[src/rtl/memory_unit_pkg.sv]
// Shared defaults and helpers for the RISC-SPM word-addressed RAM.
package memory_unit_pkg;

  localparam int WORD_SIZE_DEF = 8;
  localparam int MEM_SIZE_DEF  = 256;

  // Bits needed to index mem_size words; never less than one.
  function automatic int addr_width(input int mem_size);
    return (mem_size > 1) ? $clog2(mem_size) : 1;
  endfunction

endpackage : memory_unit_pkg

[src/rtl/memory_unit_if.sv]
// Address/data bus between the processor registers and the RAM.
interface memory_unit_if
  import memory_unit_pkg::*;
#(
  parameter int WORD_SIZE = WORD_SIZE_DEF
);

  logic [WORD_SIZE-1:0] data_in;
  logic [WORD_SIZE-1:0] address;
  logic                 write;
  logic [WORD_SIZE-1:0] data_out;

  modport master (output data_in, output address, output write, input data_out);
  modport slave  (input data_in, input address, input write, output data_out);

endinterface : memory_unit_if

[src/rtl/memory_unit_core.sv]
// Storage array with a synchronous write port and an asynchronous, range-checked
// read port. Reusable for the ROM variant by tying write low.
module memory_unit_core
  import memory_unit_pkg::*;
#(
  parameter int WORD_SIZE = WORD_SIZE_DEF,
  parameter int MEM_SIZE  = MEM_SIZE_DEF
) (
  input  logic                 clk,
  input  logic                 rst,
  input  logic                 write,
  input  logic [WORD_SIZE-1:0] address,
  input  logic [WORD_SIZE-1:0] data_in,
  output logic [WORD_SIZE-1:0] data_out
);

  localparam int                 AW    = addr_width(MEM_SIZE);
  localparam logic [WORD_SIZE:0] LIMIT = (WORD_SIZE + 1)'(MEM_SIZE);

  logic [WORD_SIZE-1:0] mem [0:MEM_SIZE-1];
  logic [AW-1:0]        index;
  logic                 in_range;

  // Addresses past the end of the array are never wrapped onto real words.
  assign index    = address[AW-1:0];
  assign in_range = ({1'b0, address} < LIMIT);

  // Clear every word on reset; otherwise store data_in on a legal write.
  // NOTE: resetting the whole array forces flops instead of a RAM macro; the
  // machine relies on memory reading zero immediately after reset.
  always_ff @(posedge clk or negedge rst) begin
    if (!rst) begin
      for (int i = 0; i < MEM_SIZE; i++) begin
        // NOTE: non-blocking so every reader in this time step sees pre-edge contents.
        mem[i] <= '0;
      end
    end else if (write && in_range) begin
      mem[index] <= data_in;
    end
  end

  // Zero-latency read; out-of-range addresses read as zero.
  assign data_out = in_range ? mem[index] : '0;

endmodule : memory_unit_core

[src/rtl/memory_unit.sv]
// Single-port RAM holding program and data words for the RISC-SPM datapath.
module memory_unit
  import memory_unit_pkg::*;
#(
  parameter int WORD_SIZE = WORD_SIZE_DEF,
  parameter int MEM_SIZE  = MEM_SIZE_DEF
) (
  input  logic          clk,
  input  logic          rst,
  memory_unit_if.slave  bus
);

  memory_unit_core #(
    .WORD_SIZE (WORD_SIZE),
    .MEM_SIZE  (MEM_SIZE)
  ) u_core (
    .clk      (clk),
    .rst      (rst),
    .write    (bus.write),
    .address  (bus.address),
    .data_in  (bus.data_in),
    .data_out (bus.data_out)
  );

endmodule : memory_unit

[src/flat_wrapper.sv]
// flat-port wrapper written by rule: the top's interface ports become plain ports
module memory_unit_flat import memory_unit_pkg::*;
#(
  parameter int WORD_SIZE = WORD_SIZE_DEF,
  parameter int MEM_SIZE  = MEM_SIZE_DEF
)
  (clk, rst, bus_data_in, bus_address, bus_write, bus_data_out);
  memory_unit_if #(.WORD_SIZE(WORD_SIZE)) bus_i ();
  input  logic clk;
  input  logic rst;
  input wire logic [$bits(bus_i.data_in)-1:0] bus_data_in;
  input wire logic [$bits(bus_i.address)-1:0] bus_address;
  input wire logic [$bits(bus_i.write)-1:0] bus_write;
  output wire logic [$bits(bus_i.data_out)-1:0] bus_data_out;
  assign bus_i.data_in = bus_data_in;
  assign bus_i.address = bus_address;
  assign bus_i.write = bus_write;
  assign bus_data_out = bus_i.data_out;
  memory_unit #(.WORD_SIZE(WORD_SIZE), .MEM_SIZE(MEM_SIZE)) u_core (.clk(clk), .rst(rst), .bus(bus_i));
endmodule
[config.mk]
export PLATFORM = sky130hd
export DESIGN_NAME = memory_unit_flat
export DESIGN_NICKNAME = d
export VERILOG_FILES = /design/src/rtl/memory_unit_pkg.sv /design/src/rtl/memory_unit_if.sv /design/src/rtl/memory_unit_core.sv /design/src/rtl/memory_unit.sv /design/src/flat_wrapper.sv
export SDC_FILE = /design/constraint.sdc
export NUM_CORES = 2
export LEC_CHECK = 0
export BUFFER_PORTS_ARGS = -buffer_cell sky130_fd_sc_hd__buf_4
export CORE_AREA = 2 2 485 391
export DETAILED_ROUTE_END_ITERATION = 7
export DIE_AREA = 0 0 487 393
export PLACE_DENSITY = 0.68
export SLEW_MARGIN = 20
export SYNTH_ARGS = -nofsm -noshare
export SYNTH_HDL_FRONTEND = slang
export SYNTH_SLANG_ARGS = --single-unit
[constraint.sdc]
create_clock -name clk -period 2.9 [get_ports clk]
set_clock_uncertainty 0.1 [all_clocks]
set_input_delay 0.29 -clock clk [delete_from_list [all_inputs] [get_ports clk]]
set_output_delay 0.29 -clock clk [all_outputs]
set_load 0.01 [all_outputs]
After elaboration in Yosys (flattened, before gate mapping)
Cells that the tools add are included.
- logic and storage cells: 266
- flip-flop bits (word level): 2048
- input port bits: 19
- bitwise gates (word level): 1
- mux-type cells: 6
- reductions and logical operators: 1
- $lt $le $gt $ge: 2
- operator list (kind ; number):
    2048-bit bitwise mux ; 1
    8-bit binary-select mux with 8-bit select ; 1
    8-bit demux with 8-bit select ; 1
    8-bit 2-to-1 mux ; 3
    9-bit >= comparator (second input constant) ; 1
    9-bit by 1-bit less-than comparator with 1-bit output (second input constant) ; 1
    8-bit NOT with 9-bit output ; 1
    1-bit logical AND ; 1

Longest topological paths before layout
- depth after elaboration: 6
- depth in mapped cells: 9
- mapped depth without buffers: 5

Least setup slack after synthesis
OpenSTA, ideal clock, no wires.
- kind: input-to-output
- start point: in bus_address[1]
- end point: out bus_data_out[6]
- data arrival time: 2.171 ns
- setup slack: 0.339 ns
- stages on the path: 8
- required time: 2.510 ns
- buffers on the path: 3
- path through: buf_2 > clkbuf_1 > buf_1 > mux4_2 > a22oi_1 > a21oi_1 > o41ai_1 > nand4_1
- word-level cells in the longest chain between the ends: 4
- RTL lines (what ; RTL line ; text):
    start, declared ; flat_wrapper.sv:12 ; input wire logic [$bits(bus_i.address)-1:0] bus_address;
    8-bit NOT with 9-bit output (not written as such) ; memory_unit_core.sv:43 ; assign data_out = in_range ? mem[index] : '0;
    8-bit binary-select mux with 8-bit select ; memory_unit_core.sv:43 ;
    8-bit 2-to-1 mux (not written as such) (2 in a row) ; memory_unit_core.sv:43 ;
    end, declared ; flat_wrapper.sv:14 ; output wire logic [$bits(bus_i.data_out)-1:0] bus_data_out;
Every way passes these cells. The select of a mux whose other input is x is not followed.

Worst setup path in the final report
- start point: reg u_core.u_core.mem[4] in the netlist's numbering
- end point: out bus_data_out[4]
- word-level cells in the longest chain between the ends: 3
- RTL lines (what ; RTL line ; text):
    start, declared ; memory_unit_core.sv:20 ; logic [WORD_SIZE-1:0] mem [0:MEM_SIZE-1];
    start signal, assigned by index ; memory_unit_core.sv:38 ; mem[index] <= data_in;
    8-bit binary-select mux with 8-bit select ; memory_unit_core.sv:43 ;
    8-bit 2-to-1 mux (not written as such) (2 in a row) ; memory_unit_core.sv:43 ;
Every way passes these cells. The select of a mux whose other input is x is not followed.

==> reports/results.ini <==
[layout]
syn_to_final_growth_pct = 17.3
largest_reg_flops = 2048
postLayoutCellArea_um2 = 109000
top_regs = u_core.u_core.mem x2048
largest-register = u_core.u_core.mem
nNetsFinal = 6264
drive_gt1_share_pct = 47.9

[clocking]
clockBufferDepth = 3
cts_buffers = 198
htree_num_levels = 4
path_clk_slew_ns = 0.06
clk_latency_ns = 0.83
cts.sinks = 2048
clk_root_buffer_cell = clkbuf_16
cts_tree = yes

[timing]
worst_slew_pin_slew_ns = 0.948
fin_ws_ns = -0.856
period_share_pct = 130
rsz0062_at_grt = true
hold_viol = 1
slew_violations = 0
layout_min_cycle_time_ns = 3.76
tns_ns = -6.11
hold_ws_ns = -0.00170
relSlewSlack_pct = 36.8
clock.fmax_mhz = 266
finalSetupViolCount = 8

[setup_path]
crit_end = bus_data_out[4]
reg2reg_setup_slack_ns = 1.92
worstReg2RegStart = u_core.u_core.mem[256]
arrival_ns = 3.37
crit_start = u_core.u_core.mem[4]
reg2reg_depth = 2
cp_data_required_time_ns = 2.51
crit_path_end_kind = primary output
start_kind = register
path_class = reg -> out
r2r_end = u_core.u_core.mem[256]
crit_fanout = 2

[yosys]
yosys_register_bits = 2048
synth_cell_type_count = 30
yosys_warnings = 0
synthTopCellsByArea = dfrtp_1, mux2_2, mux4_2
synth_area_leader_cell = dfrtp_1
netlist.area_leader.share_pct = 55.3
syn-num-nets = 5851
syn_area_per_cell_um2 = 15.9
yosysSeqAreaShare_pct = 55.3
syn_inst = 5832
syn_area_um2 = 92700

[min_path]
whs_path_depth = 2
min_path_type = in -> reg

[routing]
via_per_inst = 6.18
drt_wl_total_um = 251000
dr.first_iter.drc_count = 4082
drtAntennaViolNets = 0
drc = 0
wl_per_cell_um = 28.4
drt_pass1_iterations = 7
num_vias = 54700

[floorplan]
row_count = 142
initial_core_util_pct = 49.8
io_pins = 27
die_h_um = 393
die_area_um2 = 191000
die_w_um = 487
core-area_um2 = 186000

[power]
p_sw_mw = 14.7
pwr-share-comb_pct = 8.4
vdd_ir_drop_max_v = 0.000510
p_clk_share_pct = 42.2
powerDensity_nw_per_um2 = 570
p_int_mw = 47.3
p_total_mw = 62.0
p_seq_share_pct = 49.4
power.leakage_nw = 51.7
swShare_pct = 23.7

[outcome]
status = finished with violations
failed_checks = negative hold slack, negative setup slack

[grt]
grt_max_degree = 128
overflow = 0
grt_pass1_vias = 57900
grt_pass1_wl_um = 383000
antenna_found_initial = 1
globalRouteTotalUtil_pct = 26.6

[run]
drv_cap = 0

[placed_design]
hpwl_um = 165000
gp_congestion = 0.853
port-buffer-count = 26
postPlaceCellArea_um2 = 101000

-- synthesized netlist by cell type, drive strengths merged --
library cell	count
dfrtp	2048
mux2	2048
mux4	512
clkbuf	330
a22oi	256
nor2	209
buf	130
a21oi	128
nand2	97
o41ai	32
nand3	9
nand4	8
nor2b	8
nand2b	6
and2	2
nor3	2
or2	2
and3	1
and3b	1
and4bb	1
nand4b	1
or3b	1
-- cells in the final DEF (no fill, tap or decap), drive strengths merged, types with 9 or more instances in the layout --
master	instances
mux2	2048
a21oi	128
buf	667
dfrtp	2048
nand3	9
o41ai	32
mux4	512
a22oi	256
nand2	97
nor2	209
clkbuf	308
clkinv	37
-- area by class of cell --
cell class	instances	area, µm²
well taps	2448	3060
flip-flops and latches	2048	51200
fillers	14100	77600
multi-input cells	3324	40500
clock buffers	308	6050
clock inverters	50	538
repair buffers	673	7410
diodes	2	5.00
-- power by group through the flow --
stage | clock network [mW] | registers, mW | logic, mW
after detailed placement | 0 | 31.1 | 5.16
after global routing | 27.9 | 30.7 | 5.61
after global placement | 0 | 31.0 | 5.03
after CTS | 26.6 | 30.6 | 5.26
after floorplan | 0 | 30.9 | 2.96
final | 26.2 | 30.6 | 5.23
-- cell families (layout without fill, tap and decap cells) --
family / after synthesis / in the layout / share of synthesized area, %
simple gates: 348 / 348 / 2.20
compound gates: 416 / 416 / 3.07
buf+inv: 460 / 1031 / 2.16
other cells: 0 / 2 / 0
mux: 2560 / 2560 / 37.3
flops: 2048 / 2048 / 55.3
-- how the worst min path moves through the flow --
| stage | startpoint | to | slack (ns) |
|---|---|---|---|
| 2_1_floorplan | rst | u_core.u_core.mem[0] | -0.11 |
| 3_3_place_gp | rst | u_core.u_core.mem[522] | 0.13 |
| 3_5_place_dp | rst | u_core.u_core.mem[538] | 0.12 |
| 4_1_cts | bus_data_in[7] | u_core.u_core.mem[239] | 0.002 |
| 5_1_grt | bus_data_in[7] | u_core.u_core.mem[239] | 0.02 |
| 6_report | bus_data_in[7] | u_core.u_core.mem[239] | -0.002 |
-- metal layers --
metal / vias to the layer above / global-route usage, % / part of all wire [%]
li1: 22800 / - / -
met1: 30000 / 38.8 / 45
met2: 1465 / 40.6 / 46
met3: 391 / 5.46 / 6.1
met4: 2 / 7.55 / 2.8
met5: - / 0 / 0.0052
-- through the flow --
step                      cells  util, %  hold slack [ns]  setup WS, ns
after floorplan            5832        -           -0.106         0.339
after global placement     8490     54.3            0.125         -1.86
after detailed placement   8491     54.3            0.122         -1.31
after CTS                  8851     58.3          0.00238        -0.895
after global routing       8851     58.4           0.0243        -0.900
final                      8853     58.4         -0.00170        -0.856
-- what timing repair did --
item | CTS | global route
endpoints found under the hold margin | 1600 | 0
hold buffers | 7 | 0
setup buffers | 3 | 0
resized for setup | 138 | 31
cloned | 0 | 0
pin swaps | 51 | 28
setup endpoints to repair | 8 | 8
-- critical path, stage by stage (launching register included) --
cell     delay [ns]
dfrtp_1        0.37
mux4_2         0.46
a22oi_1        0.19
buf_4          0.16
a21oi_1        0.08
o41ai_2        0.36
buf_4          0.21
nand4_1        0.30
buf_4          0.27
buf_6          0.11
Power figures use the tool's default switching activity.
